**src/rtl/wb_decode_scoreboard_pkg.sv**
```systemverilog
// Shared defaults and helpers for the writeback decode / busy scoreboard block.
// The popcount helper covers register files up to 2**SB_ADDR_W_MAX entries.
package wb_sb_pkg;

    localparam int SB_ADDR_W_DEF = 5;
    localparam int SB_PORTS_DEF  = 2;
    localparam int SB_PORTS_MAX  = 4;
    localparam int SB_ADDR_W_MAX = 8;
    localparam int SB_MAX_REGS   = 1 << SB_ADDR_W_MAX;
    localparam int SB_CNT_W      = SB_ADDR_W_MAX + 1;

    function automatic logic [SB_CNT_W-1:0] popcount(input logic [SB_MAX_REGS-1:0] vec);
        logic [SB_CNT_W-1:0] count;
        count = '0;
        for (int i = 0; i < SB_MAX_REGS; i++) begin
            count = count + SB_CNT_W'(vec[i]);
        end
        return count;
    endfunction

endpackage

```
**src/rtl/wb_decode_scoreboard_onehot_dec.sv**
```systemverilog
// Combinational address-to-one-hot decoder for a single writeback port.
// The vector is all-zero whenever en is low.
module onehot_dec
    import wb_sb_pkg::*;
#(
    parameter  int ADDR_W   = SB_ADDR_W_DEF,
    localparam int NUM_REGS = 2 ** ADDR_W
) (
    input  logic [ADDR_W-1:0]   addr,
    input  logic                en,
    output logic [NUM_REGS-1:0] onehot
);

    always_comb begin
        onehot = '0;
        if (en) begin
            onehot[addr] = 1'b1;
        end
    end

endmodule

```
**src/rtl/wb_decode_scoreboard.sv**
```systemverilog
// Writeback write-enable decoder with per-register busy scoreboard and WAW issue stall.
// Optional macro SB_STALL_CNT_EN adds a saturating 16-bit stall_cnt output.
module wb_decode_scoreboard
    import wb_sb_pkg::*;
#(
    parameter  int ADDR_W    = SB_ADDR_W_DEF,
    parameter  int NUM_PORTS = SB_PORTS_DEF,
    localparam int NUM_REGS  = 2 ** ADDR_W
) (
    input  logic                          clock,
    input  logic                          reset,
    input  logic                          issue_valid,
    input  logic [ADDR_W-1:0]             issue_addr,
    output logic                          issue_ready,
    input  logic [NUM_PORTS-1:0]          wb_valid,
    input  logic [NUM_PORTS*ADDR_W-1:0]   wb_addr,
    output logic [NUM_PORTS*NUM_REGS-1:0] wr_en,
    output logic [NUM_REGS-1:0]           busy,
    output logic [ADDR_W:0]               busy_cnt,
    output logic                          collision_err,
    input  logic                          err_clr
`ifdef SB_STALL_CNT_EN
    ,
    output logic [15:0]                   stall_cnt
`endif
);

    logic [NUM_PORTS-1:0][NUM_REGS-1:0] w_dec;
    logic [NUM_PORTS-1:0][NUM_REGS-1:0] w_kept;
    logic [NUM_REGS-1:0]                w_wbHit;
    logic [NUM_REGS-1:0]                w_issueSet;
    logic [NUM_REGS-1:0]                w_busyNext;
    logic                               w_collision;
    logic                               w_issueAccept;

    logic [NUM_PORTS*NUM_REGS-1:0]      r_wrEn;
    logic [NUM_REGS-1:0]                r_busy;
    logic [ADDR_W:0]                    r_busyCnt;
    logic                               r_collisionErr;

    // Register 0 is never a write target, so it is masked before decode.
    for (genvar p = 0; p < NUM_PORTS; p++) begin : g_dec
        logic [ADDR_W-1:0] w_addr;
        assign w_addr = wb_addr[p*ADDR_W +: ADDR_W];
        onehot_dec #(
            .ADDR_W (ADDR_W)
        ) u_dec (
            .addr   (w_addr),
            .en     (wb_valid[p] && (w_addr != '0)),
            .onehot (w_dec[p])
        );
    end

    // Lower-index port wins; a later port hitting an already-claimed register is dropped.
    always_comb begin
        w_wbHit     = '0;
        w_collision = 1'b0;
        w_kept      = '0;
        for (int p = 0; p < NUM_PORTS; p++) begin
            w_kept[p]   = w_dec[p] & ~w_wbHit;
            w_collision = w_collision | (|(w_dec[p] & w_wbHit));
            w_wbHit     = w_wbHit | w_dec[p];
        end
    end

    // A writeback landing this cycle resolves the hazard, so issue may proceed.
    assign issue_ready   = !r_busy[issue_addr] || w_wbHit[issue_addr] || (issue_addr == '0);
    assign w_issueAccept = issue_valid && issue_ready && (issue_addr != '0);

    always_comb begin
        w_issueSet = '0;
        if (w_issueAccept) begin
            w_issueSet[issue_addr] = 1'b1;
        end
    end

    assign w_busyNext = (r_busy & ~w_wbHit) | w_issueSet;

    always_ff @(posedge clock or negedge reset) begin
        if (!reset) begin
            r_wrEn         <= '0;
            r_busy         <= '0;
            r_busyCnt      <= '0;
            r_collisionErr <= 1'b0;
        end else begin
            r_wrEn    <= w_kept;
            r_busy    <= w_busyNext;
            r_busyCnt <= (ADDR_W+1)'(popcount(SB_MAX_REGS'(w_busyNext)));
            if (w_collision) begin
                r_collisionErr <= 1'b1;
            end else if (err_clr) begin
                r_collisionErr <= 1'b0;
            end
        end
    end

    assign wr_en         = r_wrEn;
    assign busy          = r_busy;
    assign busy_cnt      = r_busyCnt;
    assign collision_err = r_collisionErr;

`ifdef SB_STALL_CNT_EN
    logic [15:0] r_stallCnt;

    always_ff @(posedge clock or negedge reset) begin
        if (!reset) begin
            r_stallCnt <= '0;
        end else if (err_clr) begin
            r_stallCnt <= '0;
        end else if (issue_valid && !issue_ready && (r_stallCnt != 16'hFFFF)) begin
            r_stallCnt <= r_stallCnt + 16'd1;
        end
    end

    assign stall_cnt = r_stallCnt;
`endif

endmodule

```
**config.mk**
```make
export PLATFORM = sky130hd
export DESIGN_NAME = wb_decode_scoreboard
export DESIGN_NICKNAME = d
export VERILOG_FILES = /design/src/rtl/wb_decode_scoreboard_pkg.sv /design/src/rtl/wb_decode_scoreboard_onehot_dec.sv /design/src/rtl/wb_decode_scoreboard.sv
export SDC_FILE = /design/constraint.sdc
export NUM_CORES = 1
export LEC_CHECK = 0
export BUFFER_PORTS_ARGS = -buffer_cell sky130_fd_sc_hd__buf_4
export CAP_MARGIN = 5
export CORE_UTILIZATION = 25
export DETAILED_ROUTE_END_ITERATION = 7
export PLACE_DENSITY_LB_ADDON = 0.2
export SLEW_MARGIN = 30
export SYNTH_ARGS = -nofsm -noshare
export SYNTH_HDL_FRONTEND = slang
export SYNTH_SLANG_ARGS = --single-unit
```
**constraint.sdc**
```tcl
create_clock -name clock -period 8.6 [get_ports clock]
set_input_delay 1.72 -clock clock [delete_from_list [all_inputs] [get_ports clock]]
set_output_delay 1.72 -clock clock [all_outputs]
set_load 0.005 [all_outputs]
```
==> results of run 1 <==
-- stage by stage --
step / util / hold slack, ps / instance area (um^2)
floorplan: - / 524 / 5680
global placement: 0.328 / 438 / 7220
detailed placement: 0.328 / 445 / 7220
CTS: 0.342 / 464 / 7540
global route: 0.342 / 492 / 7540
finish: 0.342 / 450 / 7540
-- state kept, by name (all words and copies together), names as in the netlist --
| name | cells |
|---|---|
| collision_err | 1 |
| busy_cnt | 6 |
| busy | 32 |
| wr_en | 64 |
-- power by group through the flow --
stage	clock, W	combinational [W]	sequential, W
global route	0.000471	0.00171	0.000607
finish	0.000436	0.00145	0.000601
CTS	0.000452	0.00150	0.000602
global placement	0	0.00150	0.000611
floorplan	0	0.000956	0.000600
detailed placement	0	0.00147	0.000610
-- Yosys cell counts (2+ instances only) --
cell type    n
buf_2       10
and2_1       5
ha_1         7
or4_1        2
o311ai_0     2
fa_1        24
a21oi_1     15
nand2_1     32
nand4b_1     6
o221ai_1     6
a32oi_1     20
a22o_1      15
o2111ai_1    3
mux4_2       8
nor2b_1      8
nand4bb_1    4
buf_1        3
nand2b_1     4
buf_4        2
or3b_2       2
a32o_1      16
nand3_1     14
nor3_1      20
a221oi_1     2
a21o_1       2
or2_2        2
a31oi_1      3
xnor2_1      2
and4b_1      4
inv_1       39
nor2_1      83
nor4bb_1     4
and3_1       3
a22oi_1     16
nand3b_1     3
dfrtp_1    103
nand4_1      5
clkbuf_1    27
and4_1       2
o22ai_1      3
-- area by class of cell --
class | instances | area [um^2] | area share
Tap cell | 280 | 350 | 0.0465
Inverter | 40 | 150 | 0.0199
Clock buffer | 9 | 225 | 0.0299
Multi-Input combinational cell | 364 | 2760 | 0.366
Timing Repair Buffer | 182 | 1380 | 0.183
Clock inverter | 7 | 97.6 | 0.0129
Sequential cell | 103 | 2580 | 0.342
-- worst max-delay path, stage by stage --
cell and delay (ps):
buf_4 120, buf_4 160, nor4b_2 200, a22oi_1 270, mux4_2 300, o211ai_1 80, or4_1 580, a2111o_1 450
buf_4 210, a32oi_1 240, fa_1 490, fa_1 490, fa_1 520, fa_1 520, fa_1 520, fa_1 560
inv_1 50, ha_1 190, fa_1 380, a21o_1 170, a21oi_1 160, xnor2_1 150
-- cells in the final DEF (no fill, tap or decap), types with 4 or more instances in the layout --
cell type	Yosys	final
nand4bb_1	4	4
a22oi_1	16	16
o221ai_1	6	6
and4b_1	4	4
nand2_1	32	32
nand3_1	14	14
nand4_1	5	5
mux4_2	8	8
nor2_1	83	83
nor2b_1	8	8
and2_1	5	5
buf_4	2	181
dfrtp_1	103	103
clkbuf_16	0	9
ha_1	7	7
nand2b_1	4	4
inv_1	39	39
a32o_1	16	16
a21oi_1	15	15
a22o_1	15	15
a32oi_1	20	20
nor4bb_1	4	4
fa_1	24	24
nor3_1	20	20
nand4b_1	6	6
-- path summary, 6_finish.rpt --
path,to,slack [ps],start,cells after the start
setup reg to reg,busy_cnt[4],1770,busy[18],20
hold / removal,busy[0],450,busy[0],0
setup / recovery,busy_cnt[4],340,wb_valid[1],22
max in group asynchronous,busy[23],6140,reset,2
min in group asynchronous,wr_en[0],1340,reset,1
hold reg to reg,busy[0],450,busy[0],0
-- per-layer routing --
layer / routed length [um] / GRT usage / vias to the layer above
met2: 10400 / 0.313 / 223
met3: 1350 / 0.0392 / 27
met5: 0 / 0 / -
met1: 9270 / 0.245 / 2581
li1: - / - / 2278
met4: 401 / 0.0539 / 0
-- kinds of logic (layout without fill, tap and decap cells) --
logic type / after synthesis / count (layout) / share of synthesized area
multiplexers: 9 / 9 / 0.0337
flip-flops: 103 / 103 / 0.454
AO/OA/AOI/OAI: 110 / 110 / 0.156
XOR/XNOR: 3 / 3 / 0.00463
buffers and inverters: 84 / 238 / 0.0606
AND/OR/NAND/NOR: 209 / 209 / 0.190
other: 1 / 2 / 0.000661
adder cells (fa/ha/maj): 31 / 31 / 0.100
==> qor.yml, run 1 <==
status:
  status: "complete, but fails checks"
  violations: "design-rule violations"
drt:
  ant_nets: 0
  drt_iter0_markers: 401
  wl_per_cell_um: 21.8
  drc: 14
  via_per_inst: 5.19
  first_pass_iters: 7
  vias: 5109
  wl_um: 21400
power:
  p_seq_frac: 0.242
  pwr-share-clk: 0.176
  total_power_w: 0.00249
  leakagePower_nw: 3.60
  p_switching_w: 0.00100
  ir_drop_v: 0.000833
  pwr-share-comb: 0.583
  switching_share: 0.402
  internal_power_w: 0.00149
  p_per_area_nw_per_um2: 330
clocking:
  hold_buffers: 0
  post_cts_buffers: 0
  ctsLongestPathBuffers: 2
  clock_sinks: 103
  numCtsBuffers: 9
  clock_latency_ps: 360
  clkTransAtPathRegs_ps: 70
  htreeDepth: 3
  ctsRootBufferMaster: "clkbuf_16"
  cts_tree: "yes"
  cts_resized: 0
synth:
  yosysTopAreaCell: "dfrtp_1"
  yosysWarnings: 0
  netlist_instances: 550
  ys_ff_latch: 103
  netlist.area_leader.share: 0.454
  dominantRegCellSynth: "dfrtp_1"
  syn_area_per_cell_um2: 10.3
  ys_seq_area_frac: 0.454
  synth_area_um2: 5680
  synthTopCellsByArea: "dfrtp_1, fa_1, nor2_1"
  synth-edff-count: 0
  async_flop_share: 1.00
  ys_types: 59
timing:
  setup_viol: 0
  timing.final.crit_share: 0.960
  slew_headroom: 0.529
  tightest_slew_ps: 707
  skew_ps: 4.49
  rsz0062_at_grt: "no"
  tns_ps: 0
  maxSlewViolCount: 0
  timing.fmax_mhz: 121
  hold_viol: 0
  finalCriticalPeriod_ps: 8260
  fin_ws_ps: 344
global_route:
  grt_start_max_net_pins: 60
  grt_antenna_before_repair: 0
  grt_pass1_wl_um: 33000
  grt_pass1_vias: 5297
  grt.total_usage: 0.188
  grt_overflow: 0
cells_and_area:
  num_antenna_cells: 0
  areaGrowthSynthToFinish_pct: 32.8
  drive_gt1_frac: 0.304
  final_cells: 985
  nFillCells: 2294
  layout.nets: 752
floorplan:
  initial_core_util: 0.258
  dieArea_um2: 23300
  io_pins: 125
  die_w_um: 153
  core_region_area_um2: 22000
  rows: 54
  die_height_um: 153
critical_path:
  endpoint_kind: "register"
  required_ps: 8870
  setup.worst_path.start_class: "input pin"
  path_max_fanout: 12
  path_class: "in2reg"
  arrival_ps: 8530
flow_run:
  maxCapViolations: 0
placement:
  hpwl_um: 17400
  dp_slack_ps: -10.5
  portBuffers: 124
  gp_routability_congestion: 0.891
  dp.cells: 969
min_path:
  worst_hold_path_type: "reg2reg"
Note: power is estimated with default switching activity, not from simulation.
==> inputs of run 2 (changes only) <==
--- a/config.mk
+++ b/config.mk
@@ -7,6 +7,8 @@
 export LEC_CHECK = 0
 export BUFFER_PORTS_ARGS = -buffer_cell sky130_fd_sc_hd__buf_4
 export CAP_MARGIN = 5
+export CELL_PAD_IN_SITES_DETAIL_PLACEMENT = 0
+export CELL_PAD_IN_SITES_GLOBAL_PLACEMENT = 1
 export CORE_UTILIZATION = 25
 export DETAILED_ROUTE_END_ITERATION = 7
 export PLACE_DENSITY_LB_ADDON = 0.2
==> qor.yml, run 2 (synthesized netlist as in run 1, its figures left out) <==
status:
  status: "complete, but fails checks"
  violations: "design-rule violations"
drt:
  drt_iter0_markers: 407  # +1.5%
  top_layer_used: "met4"
  first_pass_iters: 7  # unchanged
  ant_nets: 0  # unchanged
  drt-met1-wl_um: 9860  # +6.4%
  vias: 5029  # -1.6%
  met3_length_um: 1120  # -17%
  drc: 10  # -4
  wl_per_cell_um: 21.7  # -0.17%
  via_per_inst: 5.06  # -2.5%
  wl_met2_um: 10100  # -2.8%
  wl_um: 21600  # +0.74%
cells_and_area:
  layout_common_cells: "buf_4, dfrtp_1, nor2_1"
  final_util: 0.345  # +0.00233
  largest_reg_flops: 64  # unchanged
  nFillCells: 2276  # -0.78%
  layout.nets: 761  # +1.2%
  num_antenna_cells: 0  # unchanged
  drive_gt1_frac: 0.314  # +0.0102
  layout_commonest_cell: "buf_4"
  final_cells: 994  # +0.91%
  areaGrowthSynthToFinish_pct: 33.7
power:
  leakagePower_nw: 3.63  # +1.0%
  pwr-share-comb: 0.570  # -0.013
  p_seq_frac: 0.249  # +0.007
  pwr-share-clk: 0.181  # +0.005
  switching_share: 0.396  # -0.00647
  internal_power_w: 0.00146  # -1.5%
  p_per_area_nw_per_um2: 319  # -3.2%
  ir_drop_v: 0.000662  # -21%
  p_switching_w: 0.000959  # -4.1%
clocking:
  clock_sinks: 103  # unchanged
  post_cts_buffers: 0  # unchanged
  cts_tree: "yes"
  clkTransAtPathRegs_ps: 80  # about the same
  hold_buffers: 0  # unchanged
  htreeDepth: 3  # unchanged
  clock_latency_ps: 360  # about the same
  ctsRootBufferMaster: "clkbuf_16"
  ctsLongestPathBuffers: 2  # unchanged
  numCtsBuffers: 9  # unchanged
  cts_resized: 0  # unchanged
global_route:
  grt.total_usage: 0.189  # +0.00146
  grt_antenna_before_repair: 0  # unchanged
  grt_overflow: 0  # unchanged
  grt_pass1_vias: 5197  # -1.9%
  grt_pass1_wl_um: 32800  # -0.59%
  grt_start_max_net_pins: 64  # +6.7%
floorplan:
  rows: 54  # unchanged
  dieArea_um2: 23300  # unchanged
  initial_core_util: 0.258  # unchanged
  io_pins: 125  # unchanged
  core_region_area_um2: 22000  # unchanged
  die_w_um: 153  # unchanged
  die_height_um: 153  # unchanged
timing:
  finalCriticalPeriod_ps: 8220  # -30.9 ps
  hold_slack_ps: 449  # -1.61 ps
  maxSlewViolCount: 0  # unchanged
  hold_viol: 0  # unchanged
  fin_ws_ps: 375  # +30.9 ps
  skew_ps: 8.71  # +4.22 ps
  tns_ps: 0  # unchanged
  rsz0062_at_grt: "no"
  timing.fmax_mhz: 122  # +0.38%
  timing.final.crit_share: 0.956  # -0.00360
  tightest_slew_ps: 770  # +63.5 ps
  setup_viol: 0  # unchanged
  slew_headroom: 0.487  # -0.0423
critical_path:
  path_class: "in2reg"
  crit_path_frequent_cell: "fa_1"
  endpoint_kind: "register"
  arrival_ps: 8500  # -30 ps
  required_ps: 8880  # about the same
  path_max_fanout: 11  # -1
  cpMaxStageDelayCell: "or4_1"
  critical-path-top-delay-family: "adder cells"
  crit_path_cell_trace: "buf_4, nand4b_1, nor2_1, o311ai_0, o211ai_1, or4_1, a2111o_1, buf_4, a32oi_1, fa_1, fa_1, fa_1, fa_1, fa_1, fa_1, inv_1, ha_1, fa_1, a21o_1, a21oi_1, xnor2_1"
  setup.worst_path.start_class: "input pin"
  cp_num_buf_inv: 3  # -1
  slowest_delay_ps: 580  # about the same
placement:
  dp.cells: 978  # +0.93%
  portBuffers: 124  # unchanged
  gp_routability_congestion: 0.918  # +3.1%
  dp_slack_ps: -23.2  # -12.7 ps
  hpwl_um: 17400  # +0.20%
flow_run:
  maxCapViolations: 0  # unchanged
min_path:
  worst_hold_path_type: "reg2reg"
run 2: per-layer routing:
| layer | GRT usage | up-vias |
|---|---|---|
| met5 | 0 | - |
| met4 | 0.0683 | 0 |
| met3 | 0.0327 | 25 |
| met2 | 0.307 | 175 |
| met1 | 0.253 | 2528 |
| li1 | - | 2301 |
run 2: final timing paths:
check                                start             to  slack, ps  depth (start not counted)
worst max-delay path            wb_addr[3]    busy_cnt[4]        380                         21
worst min-delay path               busy[0]        busy[0]        450                          0
worst max register to register    busy[11]    busy_cnt[4]       1690                         20
worst min register to register     busy[0]        busy[0]        450                          0
max in group asynchronous            reset  collision_err       6080                          2
min in group asynchronous            reset      wr_en[55]       1340                          1
run 2: power groups by stage:
stage | combinational, W | sequential [W] | clock, W
3_5_place_dp | 0.00142 | 0.000613 | 0
4_1_cts | 0.00143 | 0.000604 | 0.000451
3_3_place_gp | 0.00142 | 0.000613 | 0
5_1_grt | 0.00162 | 0.000610 | 0.000473
6_report | 0.00138 | 0.000603 | 0.000438
2_1_floorplan | 0.000956 | 0.000600 | 0
run 2: layout make-up:
cell class / instances / area [um^2] / share of cell area
clock inverters: 6 / 77.6 / 0.0102
multi-input cells: 364 / 2760 / 0.364
inverters: 40 / 150 / 0.0198
flip-flops and latches: 103 / 2580 / 0.340
repair buffers: 191 / 1430 / 0.189
clock buffers: 10 / 239 / 0.0315
well taps: 280 / 350 / 0.0462
run 2: stage by stage:
| stage | power [W] | area, um^2 |
|---|---|---|
| CTS | 0.00249 | 7590 |
| detailed placement | 0.00203 | 7270 |
| global placement | 0.00204 | 7270 |
| floorplan | 0.00156 | 5680 |
| finish | 0.00242 | 7590 |
| global route | 0.00270 | 7590 |
